### src/rtl/joy_pkg.sv
// Shared types and constants for the serial joystick scan controller.
// Bit positions describe the default 24-bit board chain (active-low buttons).
package joy_pkg;

    typedef enum logic [1:0] {
        ST_LOAD   = 2'd0,
        ST_SETTLE = 2'd1,
        ST_SHIFT  = 2'd2
    } scan_state_t;

    localparam int JOY_P1_START  = 0;
    localparam int JOY_P1_FIRE3  = 1;
    localparam int JOY_P1_FIRE2  = 2;
    localparam int JOY_P1_FIRE1  = 3;
    localparam int JOY_P1_RIGHT  = 4;
    localparam int JOY_P1_LEFT   = 5;
    localparam int JOY_P1_DOWN   = 6;
    localparam int JOY_P1_UP     = 7;
    localparam int JOY_P2_START  = 8;
    localparam int JOY_P2_FIRE3  = 9;
    localparam int JOY_P2_FIRE2  = 10;
    localparam int JOY_P2_FIRE1  = 11;
    localparam int JOY_P2_RIGHT  = 12;
    localparam int JOY_P2_LEFT   = 13;
    localparam int JOY_P2_DOWN   = 14;
    localparam int JOY_P2_UP     = 15;
    localparam int JOY_P2_SELECT = 16;
    localparam int JOY_TEST      = 17;
    localparam int JOY_P2_COIN   = 18;
    localparam int JOY_P2_FIRE4  = 19;
    localparam int JOY_P1_SELECT = 20;
    localparam int JOY_SERVICE   = 21;
    localparam int JOY_P1_COIN   = 22;
    localparam int JOY_P1_FIRE4  = 23;

    // Width of a bit index into an n-bit word, never narrower than one bit.
    function automatic int idx_width(input int n);
        return (n > 1) ? $clog2(n) : 1;
    endfunction

endpackage

### src/rtl/joy_tick_gen.sv
// Free-running divider: one-cycle tick every 2^DIV_LOG2 clocks plus the
// counter MSB as a half-period phase for the chain shift clock.
module joy_tick_gen #(
    parameter int DIV_LOG2 = 3
) (
    input  logic clk,
    input  logic rst,
    output logic tick,
    output logic phase
);

    logic [DIV_LOG2-1:0] cnt;

    always_ff @(posedge clk) begin
        if (rst) begin
            cnt <= '0;
        end else begin
            cnt <= cnt + DIV_LOG2'(1);
        end
    end

    assign tick  = &cnt;
    assign phase = cnt[DIV_LOG2-1];

endmodule

### src/rtl/joy_scan_ctrl.sv
// Sequenced scan of the serial joystick chain with frame-aligned snapshot publish.
// Optional JOY_DEBOUNCE_EN: a scan reaches the shadow only if it matches the previous scan.
module joy_scan_ctrl
    import joy_pkg::*;
#(
    parameter int DIV_LOG2 = 3,
    parameter int NBITS    = 24
) (
    input  logic             clk,
    input  logic             rst,
    input  logic             joy_data,
    output logic             joy_load,
    output logic             joy_clk,
    input  logic             snap_req,
    output logic [NBITS-1:0] joy_state,
    output logic             joy_valid,
    output logic             scan_done
);

    localparam int IDX_W = idx_width(NBITS);
    localparam logic [IDX_W-1:0] LAST_IDX = IDX_W'(NBITS - 1);

    logic             tick;
    logic             phase;
    scan_state_t      state;
    scan_state_t      state_next;
    logic [IDX_W-1:0] bit_idx;
    logic             last_bit;
    logic             sample;
    logic [NBITS-1:0] raw;
    logic [NBITS-1:0] shadow;
    logic             shadow_valid;
    logic             accept;
    logic [NBITS-1:0] shadow_view;
    logic             view_valid;
    logic             pending;
    logic             want;

    joy_tick_gen #(
        .DIV_LOG2(DIV_LOG2)
    ) u_tick (
        .clk   (clk),
        .rst   (rst),
        .tick  (tick),
        .phase (phase)
    );

    assign last_bit = (bit_idx == LAST_IDX);

    always_ff @(posedge clk) begin
        if (rst) begin
            state <= ST_LOAD;
        end else begin
            state <= state_next;
        end
    end

    always_comb begin
        state_next = state;
        joy_load   = 1'b1;
        joy_clk    = 1'b0;
        sample     = 1'b0;
        case (state)
            ST_LOAD: begin
                joy_load = 1'b0;
                if (tick) state_next = ST_SETTLE;
            end
            ST_SETTLE: begin
                if (tick) state_next = ST_SHIFT;
            end
            ST_SHIFT: begin
                joy_clk = phase;
                sample  = tick;
                if (tick && last_bit) state_next = ST_LOAD;
            end
            default: state_next = ST_LOAD;
        endcase
    end

    // raw is only consumed in the scan_done cycle, when it holds one whole scan.
    always_ff @(posedge clk) begin
        if (rst) begin
            bit_idx   <= '0;
            raw       <= '1;
            scan_done <= 1'b0;
        end else begin
            scan_done <= sample && last_bit;
            if (sample) begin
                raw[bit_idx] <= joy_data;
                bit_idx      <= last_bit ? '0 : bit_idx + IDX_W'(1);
            end
        end
    end

`ifdef JOY_DEBOUNCE_EN
    logic [NBITS-1:0] prev_raw;
    logic             prev_valid;

    always_ff @(posedge clk) begin
        if (rst) begin
            prev_raw   <= '1;
            prev_valid <= 1'b0;
        end else if (scan_done) begin
            prev_raw   <= raw;
            prev_valid <= 1'b1;
        end
    end

    assign accept = scan_done && prev_valid && (raw == prev_raw);
`else
    assign accept = scan_done;
`endif

    always_ff @(posedge clk) begin
        if (rst) begin
            shadow       <= '1;
            shadow_valid <= 1'b0;
        end else if (accept) begin
            shadow       <= raw;
            shadow_valid <= 1'b1;
        end
    end

    // A request coinciding with an accepted scan must see that scan, so bypass the shadow.
    assign shadow_view = accept ? raw : shadow;
    assign view_valid  = accept || shadow_valid;
    assign want        = pending || snap_req;

    always_ff @(posedge clk) begin
        if (rst) begin
            joy_state <= '1;
            joy_valid <= 1'b0;
            pending   <= 1'b0;
        end else begin
            pending <= want && !view_valid;
            if (want && view_valid) begin
                joy_state <= shadow_view;
                joy_valid <= 1'b1;
            end
        end
    end

endmodule

### config.mk
export PLATFORM = sky130hd
export DESIGN_NAME = joy_scan_ctrl
export DESIGN_NICKNAME = d
export VERILOG_FILES = /design/src/rtl/joy_pkg.sv /design/src/rtl/joy_tick_gen.sv /design/src/rtl/joy_scan_ctrl.sv
export SDC_FILE = /design/constraint.sdc
export NUM_CORES = 1
export LEC_CHECK = 0
export CAP_MARGIN = 5
export CORE_AREA = 3 3 88 90
export DETAILED_ROUTE_END_ITERATION = 12
export DIE_AREA = 0 0 91 93
export HOLD_SLACK_MARGIN = 0.02
export PLACE_DENSITY = 0.69
export RECOVER_POWER = 100
export SYNTH_ARGS = -nofsm -noshare
export SYNTH_HDL_FRONTEND = slang
export SYNTH_SLANG_ARGS = --single-unit
### constraint.sdc
create_clock -name clk -period 2.4 [get_ports clk]
set_input_delay 0.48 -clock clk [delete_from_list [all_inputs] [get_ports clk]]
set_output_delay 0.48 -clock clk [all_outputs]
set_load 0.01 [all_outputs]
## Yosys cells after proc, flatten, opt, wreduce, memory -nomap -nowiden

Index checks and enable logic that the tools add are counted.

- Flip-flop bits (word level): 86
- Input port bits: 4
- Word-level logic and storage cells: 43

- $add $sub $neg: 2
- Order comparisons: 2
- Equal/unequal tests: 6
- Multiplexer cells: 12
- Reductions and logical operators: 11

Operators by type and width:

| kind | count |
|---|---|
| 24-bit bitwise mux | 1 |
| 24-bit two-way mux | 1 |
| 5-bit by 6-bit < comparator with 1-bit output (second input constant) | 1 |
| 2-bit two-way mux | 3 |
| 2-bit inequality test (second input constant) | 3 |
| 2-bit one-hot mux with 3 select lines | 1 |
| 3-bit AND reduction | 2 |
| 5-bit by 1-bit adder with 5-bit output (second input constant) | 1 |
| 1-bit demux with 5-bit select | 1 |
| 5-bit equality test (second input constant) | 1 |
| 5-bit by 1-bit greater-or-equal comparator with 1-bit output (second input constant) | 1 |
| 1-bit logical AND | 5 |
| 5-bit two-way mux | 1 |
| 1-bit two-way mux | 4 |
| 3-bit by 1-bit adder with 3-bit output (second input constant) | 1 |
| 2-bit by 1-bit equality test with 1-bit output (second input constant) | 1 |
| 2-bit equality test (second input constant) | 1 |
| 2-bit logical NOT | 1 |
| 1-bit logical OR | 2 |
| 1-bit logical NOT | 1 |

## Longest topological paths before layout

Gate-level depths: netlist of the first run.

- Depth after elaboration: 5
- Mapped depth: 7
- Mapped depth without buffers: 5

## By module

Synthesis of the first run repeated with hierarchy kept, for this count alone.

- Cells, all modules: 325
- Area total of the unflattened synthesis: 3368.2 µm²

By module, submodules not included:

| module | instances | cells an instance | area an instance (µm²) | seq. area each (µm²) |
|---|---|---|---|---|
| joy_scan_ctrl | 1 | 317 | 3266.9 | 1661.6 |
| joy_tick_gen | 1 | 8 | 101.3 | 60.1 |

## Worst setup path before layout of the first run

OpenSTA, ideal clock, no wires.

- Kind: register -> register
- From: register u_tick.cnt[0]
- To: register raw[3]
- Library setup time: 0.132 ns
- Data arrival time: 1.388 ns
- Data required time: 2.268 ns
- Slack: 0.881 ns
- Cell stages (with the launch flop): 8
- Cells stage by stage: dfxtp_1 > ha_1 > ha_1 > buf_4 > and4b_1 > buf_4 > a211oi_1 > a31oi_1

- Longest elaborated chain between the ends: 2

Ends and longest elaborated chain:

| item | line | RTL |
|---|---|---|
| from (decl) | joy_tick_gen.sv:12 | `logic [DIV_LOG2-1:0] cnt;` |
| from (signal assigned) | joy_tick_gen.sv:18 | `cnt <= cnt + DIV_LOG2'(1);` |
| 3-bit AND reduction | joy_tick_gen.sv:22 | `assign tick = &cnt;` |
| 1-bit two-way mux | joy_scan_ctrl.sv:63 | `case (state)` |
| to (signal, indexed assignment) | joy_scan_ctrl.sv:89 | `raw[bit_idx] <= joy_data;` |
| to (decl) | joy_scan_ctrl.sv:30 | `logic [NBITS-1:0] raw;` |

No other way between the ends.
A chain may end at the register's enable or synchronous reset.

## Final worst setup path of the first run

- From: register state[0]
- To: output port joy_load

- Longest elaborated chain between the ends: 2

Ends and longest elaborated chain:

| item | line | RTL |
|---|---|---|
| from (decl) | joy_scan_ctrl.sv:25 | `scan_state_t state;` |
| from (signal assigned) | joy_scan_ctrl.sv:54 | `state <= state_next;` |
| 2-bit logical NOT | joy_scan_ctrl.sv:63 |  |
| 1-bit two-way mux | joy_scan_ctrl.sv:63 |  |
| to (decl) | joy_scan_ctrl.sv:12 | `output logic joy_load,` |

No other way between the ends.

==> impl_metrics.py, run 1 <==
metrics = {
    "drt": {
        "drt_first_iter_violations": 112,
        "routed_via_density": 5.23,
        "routed_wl_mm": 6.10,
        "detail_route.first_pass.iterations": 4,
        "wl_per_cell_um": 13.4,
        "drcViolationCount": 0,
        "drt.antenna.violating_nets": 0,
        "vias": 2376,
    },
    "sta": {
        "final_hold_violation_count": 0,
        "worst_slew_slack_as_a_fraction_of_its_limit_pct": 9.32,
        "finalWorstPathRequiredPeriod_ns": 2.17,
        "setup_viol_count_final": 0,
        "finalSetupTns_ns": 0,
        "slew_viol_final": 0,
        "max_clock_freq_mhz": 460,
        "finClkSkew_ns": 0.00701,
        "rsz0062_at_grt": "false",
        "transition_time_at_the_pin_with_the_least_slew_margin_ns": 1.36,
        "finalCritPeriodShare_pct": 90.6,
    },
    "yosys": {
        "post-synth-top-area-fraction_pct": 49.9,
        "post_synth_inst_count": 330,
        "synth_sequential_area_ratio_pct": 49.9,
        "number_of_different_library_cells_in_the_post_synthesis_netlist": 33,
        "synth-edff-count": 0,
        "synth_area_leaders": "dfxtp_1, mux2i_1, a211o_1",
        "library_cell_occupying_the_most_area_in_the_post_synthesis_netlist": "dfxtp_1",
        "yosysWarningCount": 0,
        "synth.avg_cell_area_um2": 10.5,
        "asyncSetResetFlopFracSynth_pct": 0,
        "synth.top_cells.by_count": "dfxtp_1, nor2_1, mux2i_1, a211o_1, nand2b_1",
        "yosysMostFrequentCell": "dfxtp_1",
        "synth_flop_cell": "dfxtp_1",
        "syn_nets": 340,
        "synth.ff_latch_count": 86,
        "post_synth_instance_area_um2": 3450,
    },
    "run_status": {
        "status": "finished clean",
    },
    "clock_tree": {
        "clk_path_buf_depth": 2,
        "clk_pin_slew_worst_paths_ns": 0.08,
        "clkLatencyLatePin_ns": 0.35,
        "clk_root_buffer_cell": "clkbuf_8",
        "cts-htree-levels": 3,
        "cts_inserted_buffers": 9,
        "ctsHoldBuffers": 0,
        "tritoncts_clock_tree": "built",
        "numClockSinks": 86,
    },
    "global_routing": {
        "number_of_antenna_violations_at_the_first_check_in_global_routing": 0,
        "grt_use_met2_pct": 25.8,
        "grt_overflow_total": 0,
        "grt_start_max_net_pins": 37,
        "global_route.peak_usage_layer": "met2",
        "grt_first_pass_wirelength_mm": 10.5,
        "first_global_vias": 2300,
        "grtUsageTotal_pct": 15.3,
        "gr-usage-met3_pct": 5.79,
        "met1_usage_in_global_routing_pct": 18.2,
    },
    "placement": {
        "place_congestion": 0.816,
        "dp.final_hpwl_mm": 3.93,
        "buffer_ports.inserted": 31,
        "placed_area_um2": 3750,
        "dp_cells": 439,
    },
    "worst_hold_path": {
        "timing.hold.worst_endpoint": "u_tick.cnt[0]",
        "worstHoldPathCells": 1,
        "hold_class": "reg -> reg",
        "holdCritStartpoint": "u_tick.cnt[0]",
    },
    "floorplan": {
        "placeableCoreArea_um2": 7140,
        "ioPinCount": 32,
        "chipWidth_um": 91,
        "placement_rows": 31,
        "dieArea_um2": 8460,
        "start_util_pct": 48.4,
        "die_height_um": 93,
    },
    "layout": {
        "layout.cells.non_filler": 454,
        "post_route_cells_drive_above_1_share_pct": 8.17,
        "finish.net_count": 361,
        "layout-area-overhead-vs-synth_pct": 15.3,
        "antenna-diode-count": 0,
        "stdcell_area_um2": 3980,
        "final.fill_count": 669,
    },
    "critical_path": {
        "r2r_cells": 6,
        "cp-end-kind": "output pin",
        "cp_max_fo": 14,
        "critical_path.cell_chain": "or2_2, dlygate4sd3_1",
        "required_ns": 1.92,
        "crit_arrival_ns": 1.69,
        "setup.worst_path.start_class": "flop",
        "worst-r2r-setup-slack_ns": 0.71,
        "cpMaxStageDelayCell": "dlygate4sd3_1",
        "slowest_delay_ns": 0.61,
        "path_class": "reg -> out",
        "critical_path.reg2reg.startpoint": "u_tick.cnt[0]",
        "worstReg2RegEnd": "raw[13]",
    },
    "pwr": {
        "power.static_leakage_uw": 0.00129,
        "power_uw": 2700,
        "p_per_area_nw_per_um2": 679,
        "power.ir.vdd_worst_mv": 0.465,
    },
    "flow_run": {
        "cap_viol_max_count": 0,
    },
}
==> power by group <==
group	internal [µW]	total (µW)	switching (µW)
Clock	718	1220	498
Sequential	1430	1430	3.19
Combinational	18.0	50.4	32.4
==> what timing repair did <==
item / in CTS / in global routing
resized for setup: 0 / 1
setup buffers: 0 / 0
setup endpoints to repair: 0 / 1
==> critical path, delay by kind of cell (launching register included) <==
| kind | cells | cell delay (ns) |
|---|---|---|
| and+or+nand+nor | 1 | 0.32 |
| DFF | 1 | 0.42 |
| buffers and inverters | 1 | 0.61 |
==> layer usage <==
metal	vias up	share of wire, %
li1	1210	-
met1	1132	47
met2	28	48
met3	6	3.3
met4	0	1.2
met5	-	0
==> through the flow <==
stage,setup WS [ns],hold slack (ns),utilization [%]
final,0.227,0.425,55.8
after global routing,0.133,0.462,55.8
after CTS,0.0967,0.426,56.0
after detailed placement,0.440,0.414,52.6
after global placement,0.504,0.407,52.6
after floorplan,0.881,0.399,-
==> placed cells by master, fill, tap and decap left out, drive strengths merged <==
master / count
dfxtp: 86
nor2: 46
mux2i: 32
dlygate4sd3: 26
nand2b: 24
a211o: 24
clkbuf: 17
a211oi: 16
a31oi: 16
ha: 6
inv: 6
nand4b: 5
a21oi: 5
nand3b: 4
and4b: 4
clkdlybuf4s50: 4
nor2b: 3
nand3: 3
nand2: 3
nor3b: 3
bufinv: 3
buf: 3
nor3: 3
xnor2: 2
o21ai: 2
or2: 1
and2: 1
o22ai: 1
and3b: 1
or3: 1
o32ai: 1
a21boi: 1
o21ba: 1
clkinvlp: 1
==> state kept, by name (all words and copies together), names as in the netlist <==
register      flops
joy_state        24
shadow_valid      1
state             2
shadow           24
pending           1
u_tick.cnt        3
joy_valid         1
raw              24
bit_idx           5
scan_done         1
==> worst max-delay path by stage <==
stage | end | slack, ns | from
after floorplan | raw[3] | 0.88 | u_tick.cnt[0]
after global placement | joy_state[13] | 0.50 | snap_req
after detailed placement | joy_state[19] | 0.44 | snap_req
after CTS | joy_clk | 0.1 | state[1]
after global routing | joy_load | 0.13 | state[0]
final | joy_load | 0.23 | state[0]
==> cells by family (layout without fill, tap and decap cells) <==
group           count (synthesis)  after routing  share of synthesized area, %
simple gates                  102            102                          17.1
flops                          86             86                          49.9
compound gates                 67             67                          14.8
buf+inv                        35             60                          6.20
mux                            32             32                          9.28
fa+ha+maj                       6              6                          2.17
xor+xnor                        2              2                         0.508
==> area by class of cell <==
type / instances / area [µm²] / area share (%)
Sequential cell: 86 / 1720 / 43.3
Multi-Input combinational cell: 209 / 1520 / 38.1
Timing Repair Buffer: 40 / 353 / 8.87
Clock buffer: 10 / 138 / 3.46
Tap cell: 99 / 124 / 3.11
Clock inverter: 5 / 106 / 2.67
Inverter: 5 / 18.8 / 0.472
Note: power is estimated with default switching activity, not from simulation.
==> run 2, diff against run 1 <==
Settings changed: DONT_BUFFER_PORTS set to 1, MAX_ROUTING_LAYER set to met4, PLACE_DENSITY 0.69 to unset.
==> impl_metrics.py, run 2 (same netlist as run 1, synthesis figures left out) <==
metrics = {
    "layout": {
        "layout.cells.non_filler": 419,
        "final_core_util_pct": 50.7,
        "finish.net_count": 325,
        "top_regs": "joy_state: 24 flops, raw: 24 flops, shadow: 24 flops",
        "mostFrequentLayoutCell": "dfxtp_1",
        "post_route_cells_drive_above_1_share_pct": 7.81,
        "stdcell_area_um2": 3620,
        "layout-area-overhead-vs-synth_pct": 4.82,
        "mostFrequentLayoutCells": "dfxtp_1, nor2_1, mux2i_1, nand2b_1, a211o_1",
        "final.fill_count": 685,
        "antenna-diode-count": 0,
    },
    "floorplan": {
        "placeableCoreArea_um2": 7140,
        "dieArea_um2": 8460,
        "start_util_pct": 48.4,
        "die_height_um": 93,
        "ioPinCount": 32,
        "placement_rows": 31,
        "chipWidth_um": 91,
    },
    "drt": {
        "routed_wl_mm": 5.78,
        "detail_route.first_pass.iterations": 4,
        "routed_via_density": 5.28,
        "drt.antenna.violating_nets": 0,
        "wl_per_cell_um": 13.8,
        "drt_first_iter_violations": 81,
        "drcViolationCount": 0,
        "vias": 2214,
    },
    "global_routing": {
        "first_global_vias": 2171,
        "grt_overflow_total": 0,
        "met1_usage_in_global_routing_pct": 19.8,
        "grt_use_met2_pct": 22.4,
        "number_of_antenna_violations_at_the_first_check_in_global_routing": 0,
        "gr-usage-met3_pct": 4.42,
        "global_route.peak_usage_layer": "met2",
        "grtUsageTotal_pct": 15.5,
        "grt_start_max_net_pins": 89,
        "grt_first_pass_wirelength_mm": 10.2,
    },
    "critical_path": {
        "slowest_delay_ns": 0.49,
        "crit_arrival_ns": 2.06,
        "cp-end-kind": "flop",
        "critical_path.cell_chain": "ha_1, ha_1, and4b_1, a21boi_0, o21ba_2",
        "required_ns": 2.65,
        "crit_buf_inv": 0,
        "cp_max_fo": 13,
        "path_common_cell": "ha_1",
        "cpMaxStageDelayCell": "and4b_1",
        "crit_family": "adder cells",
        "path_class": "reg -> reg",
        "setup.worst_path.start_class": "flop",
    },
    "clock_tree": {
        "ctsHoldBuffers": 0,
        "clk_pin_slew_worst_paths_ns": 0.08,
        "clkLatencyLatePin_ns": 0.35,
        "clk_path_buf_depth": 2,
        "numClockSinks": 86,
        "clk_root_buffer_cell": "clkbuf_8",
        "post-cts-setup-buffer-count": 0,
        "tritoncts_clock_tree": "built",
        "cts_inserted_buffers": 9,
        "post_cts.resized_instances": 0,
        "cts-htree-levels": 3,
    },
    "placement": {
        "dp.final_hpwl_mm": 3.50,
        "buffer_ports.inserted": 0,
        "placed_area_um2": 3410,
        "place_congestion": 0.811,
        "dp_cells": 403,
    },
    "pwr": {
        "power.static_leakage_uw": 0.00119,
        "power.ir.vdd_worst_mv": 0.274,
        "p_per_area_nw_per_um2": 704,
    },
    "sta": {
        "finalSetupTns_ns": 0,
        "final_hold_violation_count": 0,
        "rsz0062_at_grt": "false",
        "finClkSkew_ns": 0.0118,
        "finalWorstPathRequiredPeriod_ns": 1.81,
        "setup_viol_count_final": 0,
        "transition_time_at_the_pin_with_the_least_slew_margin_ns": 0.890,
        "slew_viol_final": 0,
        "max_clock_freq_mhz": 551,
        "finalCritPeriodShare_pct": 75.6,
        "worst_slew_slack_as_a_fraction_of_its_limit_pct": 40.7,
        "fin_hold_ws_ns": 0.208,
    },
    "worst_hold_path": {
        "hold_class": "in -> reg",
    },
    "run_status": {
        "status": "finished clean",
    },
    "flow_run": {
        "cap_viol_max_count": 0,
    },
}
-- run 2: cell count changes in the layout (fill, tap and decap cells not counted), sizes merged --
cell	previous run	this run
dlygate4sd3	26	0
clkbuf	17	12
clkdlybuf4s50	4	0
clkinv	0	3
buf	3	2
bufinv	3	2
inv	6	5
-- run 2: worst paths after layout --
check	slack, ns	start	end	cells past startpoint
max	0.59	u_tick.cnt[0]	bit_idx[4]	5
min	0.21	rst	u_tick.cnt[0]	1
max reg2reg	0.59	u_tick.cnt[0]	bit_idx[4]	5
min reg2reg	0.42	u_tick.cnt[0]	u_tick.cnt[0]	1
-- run 2: power breakdown --
part	switching [µW]	leakage [µW]	internal (µW)
registers	3.11	0.000697	1430
logic	9.18	0.000390	13.6
clock network	505	0.000106	585
total	517	0.00119	2030
-- run 2: metrics by stage --
| step | setup WS [ns] | total power (µW) |
|---|---|---|
| floorplan | 0.881 | 1510 |
| global placement | 0.680 | 1490 |
| detailed placement | 0.615 | 1490 |
| CTS | 0.588 | 2580 |
| global route | 0.395 | 2650 |
| finish | 0.586 | 2550 |
-- run 2: per-layer routing --
| metal | routed length, µm | part of all wire [%] |
|---|---|---|
| met5 | 0 | 0 |
| met4 | 143 | 2.5 |
| met3 | 242 | 4.2 |
| met2 | 2530 | 44 |
| met1 | 2870 | 50 |
-- run 2: area by class of cell --
cell class	count	area, µm²	share of cell area [%]
sequential	86	1720	47.6
multi-input combinational	209	1520	41.9
clock inverter	6	86.3	2.39
inverter	5	18.8	0.519
tap	99	124	3.42
clock buffer	10	128	3.53
timing repair buffer	4	23.8	0.657
-- run 2: worst register-to-register path, stage by stage (launching register included) --
cell and delay (ns):
dfxtp_1 0.34, ha_1 0.15, ha_1 0.37, and4b_1 0.49, a21boi_0 0.15, o21ba_2 0.22
